File: src/rtl/pattern_player_pkg.sv
// Shared state encoding, default parameters and the Morse preload for the pattern player.
// PATTERN_PLAYER_AUTOSTART_EN selects the Morse preload and autoplay; no flow control lives here.
package pattern_player_pkg;

  typedef enum logic [1:0] {
    IDLE  = 2'd0,
    FETCH = 2'd1,
    LOAD  = 2'd2,
    HOLD  = 2'd3
  } state_t;

  localparam int          DEF_WIDTH    = 16;
  localparam int          DEF_ADDR_W   = 8;
  localparam int          DEF_DIV_W    = 24;
  localparam logic [23:0] DEF_AUTO_DIV = 24'd1999997;

  // Bit i of the word lands on bit 0 of RAM address i.
  localparam int                    MORSE_LEN  = 27;
  localparam logic [MORSE_LEN-1:0]  MORSE_WORD = 27'b101010001110111011100010101;

endpackage

File: src/rtl/pattern_ram.sv
// Simple dual-port pattern RAM, one write port and one registered read port (maps to SB_RAM256x16 at defaults).
// Read data valid one cycle after rd_en; write port never stalls. PATTERN_PLAYER_AUTOSTART_EN preloads Morse.
module pattern_ram
  import pattern_player_pkg::*;
#(
  parameter int WIDTH  = DEF_WIDTH,
  parameter int ADDR_W = DEF_ADDR_W
) (
  input  logic              CLK,
  input  logic              wr_en,
  input  logic [ADDR_W-1:0] wr_addr,
  input  logic [WIDTH-1:0]  wr_data,
  input  logic              rd_en,
  input  logic [ADDR_W-1:0] rd_addr,
  output logic [WIDTH-1:0]  rd_data
);

  logic [WIDTH-1:0] mem [0:(2**ADDR_W)-1];

`ifdef PATTERN_PLAYER_AUTOSTART_EN
  initial begin
    for (int i = 0; i < 2**ADDR_W; i++) begin
      mem[i] = '0;
    end
    for (int i = 0; i < MORSE_LEN; i++) begin
      mem[i][0] = MORSE_WORD[i];
    end
  end
`endif

  always_ff @(posedge CLK) begin
    if (wr_en) begin
      mem[wr_addr] <= wr_data;
    end
    if (rd_en) begin
      rd_data <= mem[rd_addr];
    end
  end

endmodule

File: src/rtl/bram_pattern_player.sv
// Plays an address window of the pattern RAM onto pat_out, div+3 cycles per word, once or looped; first word 2 cycles after start.
// Write port and controls are never backpressured. PATTERN_PLAYER_AUTOSTART_EN: autoplay the Morse loop after reset.
module bram_pattern_player
  import pattern_player_pkg::*;
#(
  parameter int               WIDTH    = DEF_WIDTH,
  parameter int               ADDR_W   = DEF_ADDR_W,
  parameter int               DIV_W    = DEF_DIV_W,
  parameter logic [DIV_W-1:0] AUTO_DIV = DIV_W'(DEF_AUTO_DIV)
) (
  input  logic              CLK,
  input  logic              RST,
  input  logic              wr_en,
  input  logic [ADDR_W-1:0] wr_addr,
  input  logic [WIDTH-1:0]  wr_data,
  input  logic              start,
  input  logic              stop,
  input  logic [ADDR_W-1:0] start_addr,
  input  logic [ADDR_W-1:0] end_addr,
  input  logic [DIV_W-1:0]  div,
  input  logic              loop,
  output logic [WIDTH-1:0]  pat_out,
  output logic              busy,
  output logic              done,
  output logic [ADDR_W-1:0] cur_addr
);

  state_t            state_q, state_d;
  logic [ADDR_W-1:0] addr_q, addr_d;
  logic [ADDR_W-1:0] start_q, start_d;
  logic [ADDR_W-1:0] end_q, end_d;
  logic [DIV_W-1:0]  div_q, div_d;
  logic [DIV_W-1:0]  cnt_q, cnt_d;
  logic              loop_q, loop_d;
  logic [WIDTH-1:0]  pat_q, pat_d;
  logic              done_q, done_d;
  logic [WIDTH-1:0]  rdata;

  logic              auto_go;
  logic              go;
  logic [ADDR_W-1:0] go_start, go_end;
  logic [DIV_W-1:0]  go_div;
  logic              go_loop;

`ifdef PATTERN_PLAYER_AUTOSTART_EN
  // High only on the first cycle after RST releases.
  always_ff @(posedge CLK) begin
    auto_go <= RST;
  end
`else
  assign auto_go = 1'b0;
`endif

  // An external start in the autostart cycle takes its own config.
  assign go       = start | auto_go;
  assign go_start = start ? start_addr : '0;
  assign go_end   = start ? end_addr   : ADDR_W'(MORSE_LEN - 1);
  assign go_div   = start ? div        : AUTO_DIV;
  assign go_loop  = start ? loop       : 1'b1;

  pattern_ram #(
    .WIDTH  (WIDTH),
    .ADDR_W (ADDR_W)
  ) u_ram (
    .CLK     (CLK),
    .wr_en   (wr_en),
    .wr_addr (wr_addr),
    .wr_data (wr_data),
    .rd_en   (state_q == FETCH),
    .rd_addr (addr_q),
    .rd_data (rdata)
  );

  always_comb begin
    state_d = state_q;
    addr_d  = addr_q;
    start_d = start_q;
    end_d   = end_q;
    div_d   = div_q;
    cnt_d   = cnt_q;
    loop_d  = loop_q;
    pat_d   = pat_q;
    done_d  = 1'b0;

    // Stop beats start; neither raises done.
    if (stop) begin
      state_d = IDLE;
    end else if (go) begin
      start_d = go_start;
      end_d   = go_end;
      div_d   = go_div;
      loop_d  = go_loop;
      addr_d  = go_start;
      state_d = FETCH;
    end else begin
      case (state_q)
        FETCH: state_d = LOAD;
        LOAD: begin
          pat_d   = rdata;
          cnt_d   = div_q;
          state_d = HOLD;
        end
        HOLD: begin
          if (cnt_q != '0) begin
            cnt_d = cnt_q - DIV_W'(1);
          end else if (addr_q != end_q) begin
            addr_d  = addr_q + ADDR_W'(1);
            state_d = FETCH;
          end else if (loop_q) begin
            addr_d  = start_q;
            state_d = FETCH;
          end else begin
            done_d  = 1'b1;
            state_d = IDLE;
          end
        end
        default: state_d = state_q;
      endcase
    end
  end

  always_ff @(posedge CLK) begin
    if (RST) begin
      state_q <= IDLE;
      addr_q  <= '0;
      start_q <= '0;
      end_q   <= '0;
      div_q   <= '0;
      cnt_q   <= '0;
      loop_q  <= 1'b0;
      pat_q   <= '0;
      done_q  <= 1'b0;
    end else begin
      state_q <= state_d;
      addr_q  <= addr_d;
      start_q <= start_d;
      end_q   <= end_d;
      div_q   <= div_d;
      cnt_q   <= cnt_d;
      loop_q  <= loop_d;
      pat_q   <= pat_d;
      done_q  <= done_d;
    end
  end

  assign pat_out  = pat_q;
  assign busy     = (state_q != IDLE);
  assign done     = done_q;
  assign cur_addr = addr_q;

endmodule

File: config.mk
export PLATFORM = sky130hd
export DESIGN_NAME = bram_pattern_player
export DESIGN_NICKNAME = d
export VERILOG_FILES = /design/src/rtl/pattern_player_pkg.sv /design/src/rtl/pattern_ram.sv /design/src/rtl/bram_pattern_player.sv
export SDC_FILE = /design/constraint.sdc
export NUM_CORES = 2
export LEC_CHECK = 0
export ABC_AREA = 1
export BUFFER_PORTS_ARGS = -buffer_cell sky130_fd_sc_hd__buf_2
export CAP_MARGIN = 20
export CORE_MARGIN = 3
export CORE_UTILIZATION = 50
export DETAILED_ROUTE_END_ITERATION = 10
export PLACE_DENSITY_LB_ADDON = 0.05
export SETUP_SLACK_MARGIN = 0.5
export SYNTH_ARGS = -nofsm -noshare
export SYNTH_HDL_FRONTEND = slang
export SYNTH_HIERARCHICAL = 1
export SYNTH_SLANG_ARGS = --single-unit
File: constraint.sdc
create_clock -name CLK -period 2.3 [get_ports CLK]
set_clock_uncertainty 0.2 [all_clocks]
set_input_delay 0.23 -clock CLK [delete_from_list [all_inputs] [get_ports CLK]]
set_output_delay 0.23 -clock CLK [all_outputs]
set_load 0.005 [all_outputs]
==> results.py <==
metrics = {
    "outcome": {
        "status": "finished with violations",
        "violations": "setup timing",
    },
    "cells_and_area": {
        "seqCellArea_um2": 125000,
        "drive_above_1_share": 0.157,
        "multi_input_area_um2": 41800,
        "nets": 15404,
        "synthToLayoutAreaGrowth_pct": 20.8,
        "fill_cells": 26308,
    },
    "floorplan": {
        "die_x_um": 590,
        "dieArea_um2": 348000,
        "rows": 213,
        "start_util": 0.504,
        "io_pins": 96,
        "fp.dieH_um": 590,
        "core_um2": 338000,
    },
    "synth": {
        "avgSynthCellArea_um2": 11.9,
        "synth_warnings": 6,
        "synthFlopType": "edfxtp_1",
        "ys_seq_elements": 4204,
        "synth-edff-count": 4112,
        "syn-instance-count": 14336,
        "syn_nets": 14414,
        "seq_area_frac_synth": 0.735,
        "yosysUniqueCellTypes": 39,
        "netlist_area_um2": 171000,
        "synthArstFlopShare": 0,
    },
    "route": {
        "antenna_left": 0,
        "drt_iter0_markers": 15689,
        "drt_pre_antenna_iters": 9,
        "via_count": 119858,
        "drc": 0,
        "wl_per_cell_um": 27.5,
        "viasPerCell": 5.93,
        "drt-total-wl_mm": 557,
    },
    "power_and_ir_drop": {
        "ir_worst_vdd_mv": 0.728,
        "p_leak_nw": 73.9,
        "power.density_nw_per_um2": 843,
    },
    "timing": {
        "tightest_slew_ns": 0.833,
        "rsz0062_at_grt": "true",
        "period_needed_ns": 3.03,
        "whs_ns": 0.0670,
        "hold_viol": 0,
        "tns_ns": -13.16,
        "fmaxAchievable_mhz": 330,
        "setup-violations-final": 29,
        "setup_ws_ns": -0.730,
        "post-route-period-util": 1.32,
        "max_slew_margin": 0.445,
        "slew_violations": 0,
    },
    "job": {
        "max_cap_viol_count": 0,
    },
    "critical_path": {
        "path_max_fanout": 22,
        "crit_slowest_cell": "dfxtp_4",
        "crit_path_frequent_cell": "nand3_1",
        "cp-start-kind": "flop",
        "cp_cell_sequence": "buf_12 -> inv_16 -> buf_12 -> buf_12 -> buf_16 -> nand3_1 -> nand3_1 -> nand3_1 -> nand3_1 -> nand3_2 -> nand3_1 -> buf_4 -> nand2_2 -> buf_4 -> nand2_1 -> nand2_1",
        "worstSetupPathType": "flop to flop",
        "cp_data_arrival_time_ns": 3.57,
        "cpPeakStageDelay_ns": 0.36,
        "worstPathRequired_ns": 2.84,
        "end_kind": "flop",
    },
    "global_routing": {
        "first_global_vias": 112197,
        "grt-ovfl-total": 0,
        "grt_usage": 0.312,
        "antenna_found_initial": 26,
        "grt_max_degree": 106,
        "grt_pass1_wl_mm": 796,
    },
    "cts": {
        "cts_buffers": 434,
        "cts.sinks": 4204,
        "clockBufferDepth": 4,
        "htreeDepth": 5,
        "clk_latency_ns": 0.99,
        "cts_tree": "built",
        "cts.clk_slew.worst_paths_ns": 0.06,
        "root_buffer": "clkbuf_16",
    },
    "min_path": {
        "min_path_type": "input pin to flop",
    },
    "place": {
        "hpwl_mm": 338,
        "gp_congestion": 0.912,
        "numPortBuffers": 95,
        "post-place-ws_ns": -1.42,
    },
}
-- state kept, by name, indices dropped and copies added (netlist names) --
name and cells:
div_q 24, loop_q 1, done 1, cnt_q 24, start_q 8, u_ram/mem 4096, pat_out 16, end_q 8
state_q 2, u_ram/rd_data 16, cur_addr 8
-- repair_timing --
action	4_1_cts	5_1_grt
buffers inserted	21	39
endpoints found under the setup margin	93	253
hold buffers	149	1
pin swaps	20	32
endpoints found under the hold margin	4441	36
gates cloned	23	14
resized for setup	424	207
-- worst max-delay path, delay by kind of cell (launching register included) --
kind | cells | cell delay, ns
buf+inv | 7 | 1.10
flops | 1 | 0.36
simple gates | 9 | 1.06
-- placed cells by master (no fill, tap or decap), types with 32 or more instances in the layout --
master         Yosys  routed
nand2_1         4350    4307
clkbuf_16          0     454
dfxtp_1           92      57
buf_2            504      56
clkbuf_1         172      92
bufinv_16          0      41
nor2_2             6      67
buf_12             2     405
buf_6             54      78
nand3_2            1     209
a21oi_1           41      40
nor2_4             1      64
nand2_2            8      41
nor2_1           442     318
dlygate4sd3_1      0     147
buf_4            164     731
buf_16             0      41
inv_1            100      88
edfxtp_1        4112    4112
nand3_1         4064    3829
clkinv_2           0      78
buf_8              1      32
clkinv_1           0     103
o21ai_0           90      84
-- routing by layer --
metal	track usage	vias to the layer above	wire, µm
met1	0.446	59752	226000
met3	0.0506	970	52400
met2	0.484	6060	256000
li1	-	53068	-
met5	0	-	54
met4	0.115	8	22400
-- cell usage after synthesis, drive strengths merged (3+ instances only) --
cell type,count,area share
a21oi,46,0.0015
ha,8,0.00059
nand3,4066,0.12
o211ai,5,0.00022
edfxtp,4112,0.72
xnor2,5,0.00026
nand4,3,0.00015
nor2,449,0.010
xor2,10,0.00051
nand3b,3,0.00013
buf,797,0.027
clkbuf,172,0.0038
nor3,3,0.000088
o21ai,91,0.0027
inv,107,0.0024
dfxtp,92,0.011
nand2,4358,0.096
-- where the power goes --
part / switching (mW) / internal, mW
combinational: 13.4 / 6.39
sequential: 0.163 / 84.3
clock: 29.7 / 39.9
-- metrics by stage --
| stage | std cells | util | total power [mW] | instance area [µm²] |
|---|---|---|---|---|
| 6_report | 20225 | 0.610 | 174 | 206000 |
| 5_1_grt | 20214 | 0.610 | 179 | 206000 |
| 4_1_cts | 20150 | 0.605 | 174 | 205000 |
| 3_5_place_dp | 19158 | 0.551 | 104 | 186000 |
| 3_3_place_gp | 19158 | 0.551 | 104 | 186000 |
| 2_1_floorplan | 14336 | - | 95.1 | 172000 |
-- final timing paths --
| kind | start | endpoint | slack [ns] | cells after the start |
|---|---|---|---|---|
| max | cur_addr[1]$_SDFFE_PP0P_ | u_ram/rd_data[0]$_DFFE_PP_ | -0.73 | 16 |
| min | wr_addr[6] | u_ram/mem[246][2]$_DFFE_PP_ | 0.07 | 6 |
| max reg2reg | cur_addr[1]$_SDFFE_PP0P_ | u_ram/rd_data[0]$_DFFE_PP_ | -0.73 | 16 |
| min reg2reg | start_q[4]$_SDFFE_PP0P_ | start_q[4]$_SDFFE_PP0P_ | 0.25 | 2 |
-- cells by family (layout without fill, tap and decap cells) --
logic type	Yosys count	after routing	synth area share
flops	4204	4204	0.735
compound gates	147	147	0.00459
buf+inv	1076	2429	0.0336
xor+xnor	15	15	0.000770
mux	1	1	0.0000587
other cells	0	21	0
fa+ha+maj	8	8	0.000587
simple gates	8885	8885	0.226
-- layout make-up --
cell class / count / area share
clock buffers: 540 / 0.0556
repair buffers: 1522 / 0.0909
clock inverters: 259 / 0.0120
well taps: 4515 / 0.0274
inverters: 107 / 0.00238
multi-input cells: 9056 / 0.203
flip-flops and latches: 4204 / 0.608
diodes: 21 / 0.000255
repair inverters: 1 / 0.000146
No activity file was read; power rests on OpenSTA's default activity.
